## src/rtl/jk_excitation_driver.sv

```systemverilog
// Drives a bank of WIDTH JK flip-flops toward a requested word, checking and retrying on mismatch.
// Optional build macro: JK_TOGGLE_EN selects toggle (J=K=1) excitation for changing bits.
module jk_excitation_driver #(
   parameter int unsigned WIDTH     = 8,
   parameter int unsigned MAX_RETRY = 3
) (
   input  logic             clk_i,
   input  logic             rst_i,
   input  logic             req_valid_i,
   output logic             req_ready_o,
   input  logic [WIDTH-1:0] req_data_i,
   input  logic [WIDTH-1:0] q_fb_i,
   output logic [WIDTH-1:0] j_o,
   output logic [WIDTH-1:0] k_o,
   output logic             busy_o,
   output logic             done_o,
   output logic             err_o
);

   // Keep at least one bit so MAX_RETRY=0 still elaborates.
   localparam int unsigned RetryW = (MAX_RETRY > 0) ? $clog2(MAX_RETRY + 1) : 1;

   typedef enum logic [1:0] {StIdle, StDrive, StCheck} state_e;

   state_e            state_q, state_d;
   logic [WIDTH-1:0]  target_q, target_d;
   logic [RetryW-1:0] retry_q, retry_d;
   logic [WIDTH-1:0]  j_q, j_d, k_q, k_d;
   logic              done_q, done_d, err_q, err_d;

   function automatic logic [WIDTH-1:0] exc_j(input logic [WIDTH-1:0] q, input logic [WIDTH-1:0] t);
`ifdef JK_TOGGLE_EN
      return q ^ t;
`else
      return ~q & t;
`endif
   endfunction

   function automatic logic [WIDTH-1:0] exc_k(input logic [WIDTH-1:0] q, input logic [WIDTH-1:0] t);
`ifdef JK_TOGGLE_EN
      return q ^ t;
`else
      return q & ~t;
`endif
   endfunction

   always_comb begin
      state_d  = state_q;
      target_d = target_q;
      retry_d  = retry_q;
      j_d      = '0;
      k_d      = '0;
      done_d   = 1'b0;
      err_d    = 1'b0;
      unique case (state_q)
         StIdle: begin
            if (req_valid_i) begin
               target_d = req_data_i;
               j_d      = exc_j(q_fb_i, req_data_i);
               k_d      = exc_k(q_fb_i, req_data_i);
               retry_d  = '0;
               state_d  = StDrive;
            end
         end
         StDrive: begin
            state_d = StCheck;
         end
         StCheck: begin
            if (q_fb_i == target_q) begin
               done_d  = 1'b1;
               state_d = StIdle;
            end else if (retry_q < RetryW'(MAX_RETRY)) begin
               retry_d = retry_q + RetryW'(1);
               j_d     = exc_j(q_fb_i, target_q);
               k_d     = exc_k(q_fb_i, target_q);
               state_d = StDrive;
            end else begin
               err_d   = 1'b1;
               state_d = StIdle;
            end
         end
         default: begin
            state_d = StIdle;
         end
      endcase
   end

   always_ff @(posedge clk_i or posedge rst_i) begin
      if (rst_i) begin
         state_q  <= StIdle;
         target_q <= '0;
         retry_q  <= '0;
         j_q      <= '0;
         k_q      <= '0;
         done_q   <= 1'b0;
         err_q    <= 1'b0;
      end else begin
         state_q  <= state_d;
         target_q <= target_d;
         retry_q  <= retry_d;
         j_q      <= j_d;
         k_q      <= k_d;
         done_q   <= done_d;
         err_q    <= err_d;
      end
   end

   assign j_o         = j_q;
   assign k_o         = k_q;
   assign done_o      = done_q;
   assign err_o       = err_q;
   assign busy_o      = (state_q != StIdle);
   assign req_ready_o = (state_q == StIdle);

endmodule

```

## config.mk

```make
export PLATFORM = sky130hd
export DESIGN_NAME = jk_excitation_driver
export DESIGN_NICKNAME = d
export VERILOG_FILES = /design/src/rtl/jk_excitation_driver.sv
export SDC_FILE = /design/constraint.sdc
export NUM_CORES = 1
export LEC_CHECK = 0
export CAP_MARGIN = 10
export CORE_ASPECT_RATIO = 1.75
export CORE_UTILIZATION = 51
export DETAILED_ROUTE_END_ITERATION = 6
export HOLD_SLACK_MARGIN = 0.1
export PLACE_DENSITY = 0.89
export SLEW_MARGIN = 20
export SYNTH_ARGS = -nofsm -noshare
export SYNTH_HDL_FRONTEND = slang
export SYNTH_SLANG_ARGS = --single-unit
```

## constraint.sdc

```tcl
create_clock -name clk_i -period 4.43 [get_ports clk_i]
set_input_delay 0.6645 -clock clk_i [delete_from_list [all_inputs] [get_ports clk_i]]
set_output_delay 0.6645 -clock clk_i [all_outputs]
set_load 0.01 [all_outputs]
```

Word level (Yosys, flattened, before mapping) --
Cells that the tools add are included.
Cells by class: add/subtract/negate cells 1, magnitude comparators 1, equality and inequality tests 6, multiplexer cells 21, bitwise operators 7, reduce and logical (&&, ||, !) cells 5
Operator list (number):
- 8-bit two-way mux | 6
- 8-bit AND | 4
- 8-bit one-hot mux with 2 select lines | 2
- 8-bit NOT | 3
- 8-bit equality test | 1
- 2-bit two-way mux | 4
- 1-bit two-way mux | 7
- 2-bit != test, second input constant | 3
- 2-bit one-hot mux with 3 select lines | 1
- 2-bit one-hot mux with 2 select lines | 1
- 4-bit AND reduction | 1
- 2-bit nonzero test | 2
- 2-bit by 1-bit adder with 2-bit output, second input constant | 1
- 2-bit by 1-bit equality test with 1-bit output, second input constant | 1
- 2-bit equality test, second input constant | 1
- 2-bit logical NOT | 1
- 2-bit < comparator, second input constant | 1
- 2-bit AND reduction | 1
Word-level totals: flip-flop bits (word level) 30, output and inout port bits 20

Logic depth before layout (Yosys ltp) --
Gate-level depths: netlist of the first run.
word-level depth 5, depth in mapped cells 7

Least setup slack after synthesis of the first run --
No wires, ideal clock.
path kind input port to flip-flop, from in q_fb_i[4], to reg j_q[0], in the netlist j_o[0], library setup time 0.122 ns, data arrival time 1.690 ns, data required time 4.308 ns, slack 2.619 ns, stages 7, path buffers 2, cells stage by stage inv_1 ha_1 nand4_1 o21a_1 buf_6 buf_12 a32o_1
Between the ends: cells in the longest elaborated chain, start to end 3
RTL lines:
- start, declared | line 12 | input logic [WIDTH-1:0] q_fb_i,
- 8-bit equality test | line 69 | if (q_fb_i == target_q) begin
- 8-bit two-way mux | line 69
- 8-bit one-hot mux with 2 select lines | line 55 | unique case (state_q)
- via j_d[0] | line 28 | logic [WIDTH-1:0] j_q, j_d, k_q, k_d;
- end signal, assigned | line 101 | j_q <= j_d;
- end, declared | line 28
The timed path passes the listed nets, and every way through them passes these cells. A chain may end at the register's enable or synchronous reset.

Worst setup path in the final report of the first run --
from in q_fb_i[6], to reg retry_q[1]
Between the ends: cells in the longest elaborated chain, start to end 3
RTL lines:
- 8-bit equality test | line 69
- 2-bit != test (no source line)
- 4-bit AND reduction (no source line)
- end signal, assigned | line 100 | retry_q <= retry_d;
- end, declared | line 27 | logic [RetryW-1:0] retry_q, retry_d;
No other way between the ends.

==> results.rst, run 1 <==
.. list-table::
   :header-rows: 1

   * - Metric
     - Value
   * - # placed instances
     - 185
   * - Highest cell delay on the worst timing path
     - 0.62 ns
   * - Number of synthesized register bits
     - 30
   * - Number of diodes added for antenna fixing
     - 0
   * - CTS root buf
     - sky130_fd_sc_hd__clkbuf_8
   * - Total gr overflow
     - 0
   * - Number of buffers between clock root and the deepest sink
     - 2
   * - Critical Path Fanout Max
     - 19
   * - Worst supply voltage drop on vdd
     - 0.3774 mV
   * - Via count of the first global-routing pass
     - 1,078
   * - Final Hold Fails
     - 0
   * - Count of yosys warnings during synthesis
     - 0
   * - Post-Layout Cell Count
     - 193
   * - Final cycle utilization of the critical path
     - 56.79%
   * - Post-route total power
     - 995.6 uW
   * - Kind of cell adding the most delay to the critical path
     - compound AO/OA/AOI/OAI gates
   * - Starting DRC count in detailed routing
     - 44
   * - Min setup slack post-route
     - 1.914 ns
   * - Worst Hold Class
     - reg2reg
   * - Top cell type by total area after synthesis
     - sky130_fd_sc_hd__dfrtp_1
   * - Number of placed I/O pins
     - 39
   * - Effective utilization at floorplan
     - 53.98%
   * - Maxcap violations
     - 0
   * - CTS tree
     - built
   * - Most instantiated flip-flop cell in the synthesis netlist
     - sky130_fd_sc_hd__dfrtp_1
   * - Area contributors post-synth
     - sky130_fd_sc_hd__dfrtp_1, sky130_fd_sc_hd__ha_1, sky130_fd_sc_hd__a32o_1, sky130_fd_sc_hd__inv_1, sky130_fd_sc_hd__o21ai_0
   * - Final setup viols
     - 0
   * - Static power due to leakage
     - 0.9433 nW
   * - Slew Viols, Final
     - 0
   * - Number of levels in the clock H-tree
     - 2
   * - Post-Place Setup Slack
     - 1.669 ns
   * - Worst Setup Start Kind
     - input port
   * - Share of cells above drive strength 1
     - 7.229%
   * - Final nets
     - 202
   * - Number of instances resized during post-cts repair
     - 0
   * - Die Area
     - 3107 um^2
   * - Worst skew pair latency
     - 0.28 ns
   * - Detailed-route wire length per cell
     - 14.42 um
   * - Average size of a mapped cell
     - 11.75 um^2
   * - Chip height
     - 73.00 um
   * - Yosys top cell area share
     - 51.11%
   * - Post-synth EDFFs
     - 0
   * - Post-synthesis net count
     - 161
   * - Total detailed-routing wirelength
     - 2.784 mm
   * - Global-route wire length before repair
     - 4.595 mm
   * - Accumulated negative setup slack
     - 0 ns
   * - Hpwl dp
     - 1.994 mm
   * - Number of routed nets with antenna violations
     - 0
   * - Ratio of total power to cell area
     - 518.0 nW/um^2
   * - Post-route DRC
     - 0
   * - Relative area change from synthesis to final layout
     - 30.83%
   * - Area of the core region
     - 2721 um^2
   * - Via count of the routed design
     - 1,074
   * - Critical Path AT
     - 2.68 ns
   * - Total clock buffers created by CTS
     - 5
   * - Unrepaired setup endpoints after global routing
     - no
   * - Minimum period implied by the final worst setup slack
     - 2.516 ns
   * - Post-synthesis instance total
     - 125
   * - Total number of placement rows
     - 25
   * - Unique cell type count in the Yosys netlist
     - 22
   * - Slew at the pin closest to its max-slew limit
     - 0.7248 ns
   * - Number of antenna violations at the first check in global routing
     - 0
   * - Postcts setup bufs
     - 0
   * - DRT Pass-1 Iters
     - 4
   * - Portion of the post-synthesis area used by sequential elements
     - 51.11%
   * - Cells traversed along the worst timing path
     - clkdlybuf4s50_1 > inv_1 > ha_1 > nand4_1 > o21a_1 > mux2_1
   * - Maximum number of pins on one net before global-route repair
     - 36
   * - Area of the mapped netlist
     - 1469 um^2
   * - Req. time, crit path
     - 4.59 ns
   * - Slowest cell on crit path
     - sky130_fd_sc_hd__o21a_1
   * - Highest attainable clock frequency
     - 397.5 MHz
   * - Status
     - completed
   * - Clock-pin slew of the registers on the worst-case setup and hold paths
     - 0.06 ns
   * - Ranking of synthesized cells by instance count
     - sky130_fd_sc_hd__dfrtp_1, sky130_fd_sc_hd__inv_1, sky130_fd_sc_hd__ha_1
   * - WP buf/inv
     - 2
   * - Detailed-route vias per instance
     - 5.565
   * - Number of buffer cells added on primary ports
     - 38
   * - Kind of end point of the critical path
     - flop
   * - Hold-fix buffers, CTS
     - 0
   * - Async S/R FF share, synth
     - 100.0%
   * - Chip width
     - 42.57 um
   * - Global placement routability congestion
     - 0.7324
   * - Clock Skew
     - 0.002601 ns
   * - Max-slew headroom at the worst pin
     - 51.68%
   * - WS Path Type
     - in2reg
   * - Most numerous cell in the Yosys netlist
     - sky130_fd_sc_hd__dfrtp_1
   * - Number of clock sinks
     - 30
   * - Overall Global Routing Usage
     - 19.96%
-- metal layers --
| layer | GRT usage, % | routed length, um |
|---|---|---|
| met1 | 22.41 | 1059 |
| met3 | 6.931 | 167 |
| met2 | 33.68 | 1497 |
| met5 | 0 | 0 |
| met4 | 9.028 | 59 |
-- state kept, by name (all words and copies together) (netlist names) --
register	count
k_o	8
retry_q	2
err_o	1
state_q	2
j_o	8
target_q	8
done_o	1
-- per-stage QoR --
step	hold slack [ns]	cell area (um^2)	util, %
floorplan	0.4562	1469	-
global placement	0.4778	1834	67.40
detailed placement	0.4852	1834	67.40
CTS	0.4917	1911	70.21
global route	0.5400	1922	70.62
finish	0.4890	1922	70.62
-- worst paths after layout --
kind / slack, ns / depth (start not counted) / endpoint / start
max in group asynchronous: 3.24 / 2 / state_q[1]$_DFFE_PP0P_ / rst_i
max: 1.91 / 6 / retry_q[1]$_DFFE_PP0P_ / q_fb_i[6]
max reg2reg: 2.51 / 4 / retry_q[1]$_DFFE_PP0P_ / retry_q[0]$_DFFE_PP0P_
min reg2reg: 0.49 / 1 / retry_q[0]$_DFFE_PP0P_ / retry_q[0]$_DFFE_PP0P_
min: 0.49 / 1 / retry_q[0]$_DFFE_PP0P_ / retry_q[0]$_DFFE_PP0P_
min in group asynchronous: 0.78 / 2 / k_o[6]$_DFF_PP0_ / rst_i
-- report_power, final --
part	leakage, nW	internal [mW]	switching (mW)
Sequential	0.395	0.360	0.0513
Clock	0.0383	0.108	0.0931
Combinational	0.510	0.199	0.185
Total	0.943	0.667	0.329
-- area by class of cell --
class | count | area [um^2]
Multi-Input combinational cell | 64 | 571.8
Clock buffer | 7 | 76.32
Fill cell | 199 | 799.5
Inverter | 26 | 97.59
Tap cell | 27 | 33.78
Sequential cell | 30 | 750.7
Timing Repair Buffer | 39 | 391.6
-- cells by family after synthesis --
| logic type | after synthesis | synth area share, % |
|---|---|---|
| DFF | 30 | 51.11 |
| AOI/OAI and AO/OA | 25 | 14.14 |
| and+or+nand+nor | 20 | 8.860 |
| buffers and inverters | 31 | 9.966 |
| muxes | 2 | 1.448 |
| adders and majority gates | 17 | 14.48 |
-- placed cells by master (no fill, tap or decap), types with 2 or more instances in the layout --
cell	count
sky130_fd_sc_hd__clkbuf_1	2
sky130_fd_sc_hd__ha_1	17
sky130_fd_sc_hd__nand2_1	8
sky130_fd_sc_hd__or2_2	3
sky130_fd_sc_hd__nand4_1	2
sky130_fd_sc_hd__clkbuf_8	5
sky130_fd_sc_hd__o21ai_0	8
sky130_fd_sc_hd__dfrtp_1	30
sky130_fd_sc_hd__clkdlybuf4s50_1	38
sky130_fd_sc_hd__inv_1	25
sky130_fd_sc_hd__a32o_1	16
Power figures use the tool's default switching activity.
==> run 2, diff against run 1 <==
- CORE_UTILIZATION: 51 -> 43
- PLACE_DENSITY: 0.89 -> 0.81
- clock period: 4.43 -> 2.15 ns (I/O delays scaled with it)
==> run 2 against run 1 <==
Effect of this change: core utilization is 9.3 points lower; first-iteration DRC count is 18% lower; total power is 110% higher; clock skew is 0.0015 ns higher; die area is 18% higher; sequential power is 110% higher; via count stayed put; cell count is 10% higher; worst setup slack worse by 1.7 ns; sequential share of layout area is 0.92 points lower; clock-buffer cell count stayed put; non-clock buffer count is 4 higher.
==> results.rst, run 2 (synthesized netlist as in run 1, its figures left out) <==
.. list-table::
   :header-rows: 1

   * - Metric
     - Value
   * - Area post-placement
     - 1892 um^2 (+3.1%)
   * - Postcts setup bufs
     - 0 (unchanged)
   * - WS Path Type
     - reg2out
   * - Min setup slack post-route
     - 0.1916 ns (-1.723 ns)
   * - Max-slew headroom at the worst pin
     - 75.33% (+24 points)
   * - Effective utilization at floorplan
     - 45.77% (-8.2 points)
   * - Global-route wire length before repair
     - 4.733 mm (+3.0%)
   * - Number of routed nets with antenna violations
     - 0 (unchanged)
   * - Area of the core region
     - 3209 um^2 (+18%)
   * - CP Capture Point
     - req_ready_o
   * - Static power due to leakage
     - 0.9639 nW (+2.2%)
   * - Unrepaired setup endpoints after global routing
     - no
   * - Post-Layout Cell Count
     - 213 (+10%)
   * - Slew Viols, Final
     - 0 (unchanged)
   * - Highest attainable clock frequency
     - 510.6 MHz
   * - Post-Place Setup Slack
     - 0.01835 ns (-1.651 ns)
   * - Total detailed-routing wirelength
     - 2.810 mm (+0.93%)
   * - Final setup viols
     - 0 (unchanged)
   * - Die Area
     - 3663 um^2 (+18%)
   * - Worst Hold Class
     - in2async
   * - Cell area after layout
     - 1968 um^2 (+2.4%)
   * - Number of clock sinks
     - 30 (unchanged)
   * - Share of cells above drive strength 1
     - 8.824% (+1.6 points)
   * - Total gr overflow
     - 0 (unchanged)
   * - Detailed-route vias per instance
     - 5.042 (-9.4%)
   * - Worst supply voltage drop on vdd
     - 0.5329 mV (+41%)
   * - CTS root buf
     - sky130_fd_sc_hd__clkbuf_8
   * - Hold-fix buffers, CTS
     - 0 (unchanged)
   * - Slew at the pin closest to its max-slew limit
     - 0.3701 ns (-0.3547 ns)
   * - Number of buffers between clock root and the deepest sink
     - 2 (unchanged)
   * - Via count of the first global-routing pass
     - 1,108 (+2.8%)
   * - Critical Path AT
     - 1.64 ns (-1.04 ns)
   * - Critical Path Fanout Max
     - 6 (-13)
   * - Clock Skew
     - 0.004068 ns (+0.001467 ns)
   * - Total number of placement rows
     - 27 (+8.0%)
   * - Chip height
     - 79.32 um (+8.7%)
   * - DRT Pass-1 Iters
     - 4 (unchanged)
   * - Global placement routability congestion
     - 0.7463 (+1.9%)
   * - Leading cell type in the layout, fill and taps excluded
     - sky130_fd_sc_hd__clkdlybuf4s50_1
   * - Detailed-route wire length per cell
     - 13.19 um (-8.5%)
   * - Final nets
     - 206 (+2.0%)
   * - Minimum period implied by the final worst setup slack
     - 1.958 ns
   * - Final cycle utilization of the critical path
     - 91.09%
   * - Maximum number of pins on one net before global-route repair
     - 31 (-14%)
   * - Req. time, crit path
     - 1.83 ns (-2.76 ns)
   * - Register-to-register setup slack
     - 0.58 ns (-1.93 ns)
   * - Commonest cells after routing, fill and taps aside
     - sky130_fd_sc_hd__clkdlybuf4s50_1, sky130_fd_sc_hd__dfrtp_1, sky130_fd_sc_hd__inv_1, sky130_fd_sc_hd__ha_1, sky130_fd_sc_hd__a32o_1
   * - Total of fill cells in the finished design
     - 278 (+40%)
   * - Number of diodes added for antenna fixing
     - 0 (unchanged)
   * - Hpwl dp
     - 2.166 mm (+8.7%)
   * - Startpoint of the worst register-to-register path
     - target_q[1]$_DFFE_PP0P_
   * - Chip width
     - 46.18 um (+8.5%)
   * - Accumulated negative setup slack
     - 0 ns (unchanged)
   * - Number of instances resized during post-cts repair
     - 0 (unchanged)
   * - Maxcap violations
     - 0 (unchanged)
   * - Final Hold Fails
     - 0 (unchanged)
   * - Number of placed I/O pins
     - 39 (unchanged)
   * - Total clock buffers created by CTS
     - 5 (unchanged)
   * - # placed instances
     - 206 (+11%)
   * - Ratio of total power to cell area
     - 1052 nW/um^2 (+100%)
   * - Post-route DRC
     - 0 (unchanged)
   * - CTS tree
     - built
   * - Via count of the routed design
     - 1,074 (unchanged)
   * - Worst Setup SP
     - state_q[0]$_DFFE_PP0P_
   * - Clock-pin slew of the registers on the worst-case setup and hold paths
     - 0.06 ns (about the same)
   * - Status
     - completed
   * - Worst skew pair latency
     - 0.28 ns (about the same)
   * - Worst Setup Start Kind
     - flop
   * - Overall Global Routing Usage
     - 18.45% (-1.5 points)
   * - Worst flop-to-flop path endpoint
     - k_o[6]$_DFF_PP0_
   * - Number of levels in the clock H-tree
     - 2 (unchanged)
   * - Number of buffer cells added on primary ports
     - 38 (unchanged)
   * - Relative area change from synthesis to final layout
     - 33.99%
   * - Kind of end point of the critical path
     - primary output
   * - Number of antenna violations at the first check in global routing
     - 0 (unchanged)
   * - Worst R2R Path Depth
     - 5 (+1)
   * - Starting DRC count in detailed routing
     - 36 (-18%)
run 2: changes by cell type in the layout (fill, tap and decap cells not counted):
| cell | change |
|---|---|
| sky130_fd_sc_hd__inv_1 | +1 |
| sky130_fd_sc_hd__buf_4 | +5 |
| sky130_fd_sc_hd__inv_2 | -1 |
| sky130_fd_sc_hd__buf_6 | -1 |
run 2: power by group:
part           total, mW  switching (mW)  leakage [nW]  internal [mW]
sequential         0.845           0.103         0.395          0.742
combinational      0.813           0.383         0.531          0.430
clock              0.412           0.190        0.0383          0.222
total               2.07           0.677         0.964           1.39
run 2: per-layer routing:
metal  GRT usage (%)  part of all wire (%)  vias up
met5               0                     0        -
met4           8.824                   1.7        0
li1                -                     -      510
met1           21.58                    39      527
met3           5.455                   4.2        5
met2           29.58                    55       32
run 2: worst max-delay path: stages (launching register included):
cell and delay, ns:
sky130_fd_sc_hd__dfrtp_1 0.45, sky130_fd_sc_hd__or2_2 0.33, sky130_fd_sc_hd__inv_1 0.05, sky130_fd_sc_hd__clkdlybuf4s50_1 0.52
run 2: how the worst min path moves through the flow:
stage                         endpoint  slack [ns]  cells past startpoint              startpoint
2_1_floorplan         done_o$_DFF_PP0_        0.41                      1                   rst_i
4_1_cts        target_q[6]$_DFFE_PP0P_        0.44                      3                   rst_i
3_5_place_dp    retry_q[0]$_DFFE_PP0P_        0.50                      1  retry_q[0]$_DFFE_PP0P_
6_report       target_q[6]$_DFFE_PP0P_        0.42                      3                   rst_i
3_3_place_gp    retry_q[0]$_DFFE_PP0P_        0.48                      1  retry_q[0]$_DFFE_PP0P_
5_1_grt        target_q[6]$_DFFE_PP0P_        0.47                      3                   rst_i
run 2: metrics by stage:
| stage | hold slack [ns] | utilization [%] | power [mW] |
|---|---|---|---|
| finish | 0.4170 | 61.33 | 2.071 |
| global route | 0.4679 | 61.33 | 2.224 |
| CTS | 0.4358 | 61.33 | 2.093 |
| detailed placement | 0.5044 | 58.95 | 1.674 |
| global placement | 0.4801 | 58.95 | 1.626 |
| floorplan | 0.4133 | - | 1.332 |
run 2: layout make-up:
class | count | area [um^2] | share of cell area [%]
multi-input cells | 64 | 571.8 | 29.05
repair buffers | 43 | 417.9 | 21.23
well taps | 43 | 53.80 | 2.734
inverters | 26 | 97.59 | 4.959
clock buffers | 7 | 76.32 | 3.878
flip-flops and latches | 30 | 750.7 | 38.14
==> run 3, diff against run 2 <==
- SLEW_MARGIN: 20 -> not set
==> results of run 3 <==
The final DEF is identical to that of run 2; final timing and power are the same.
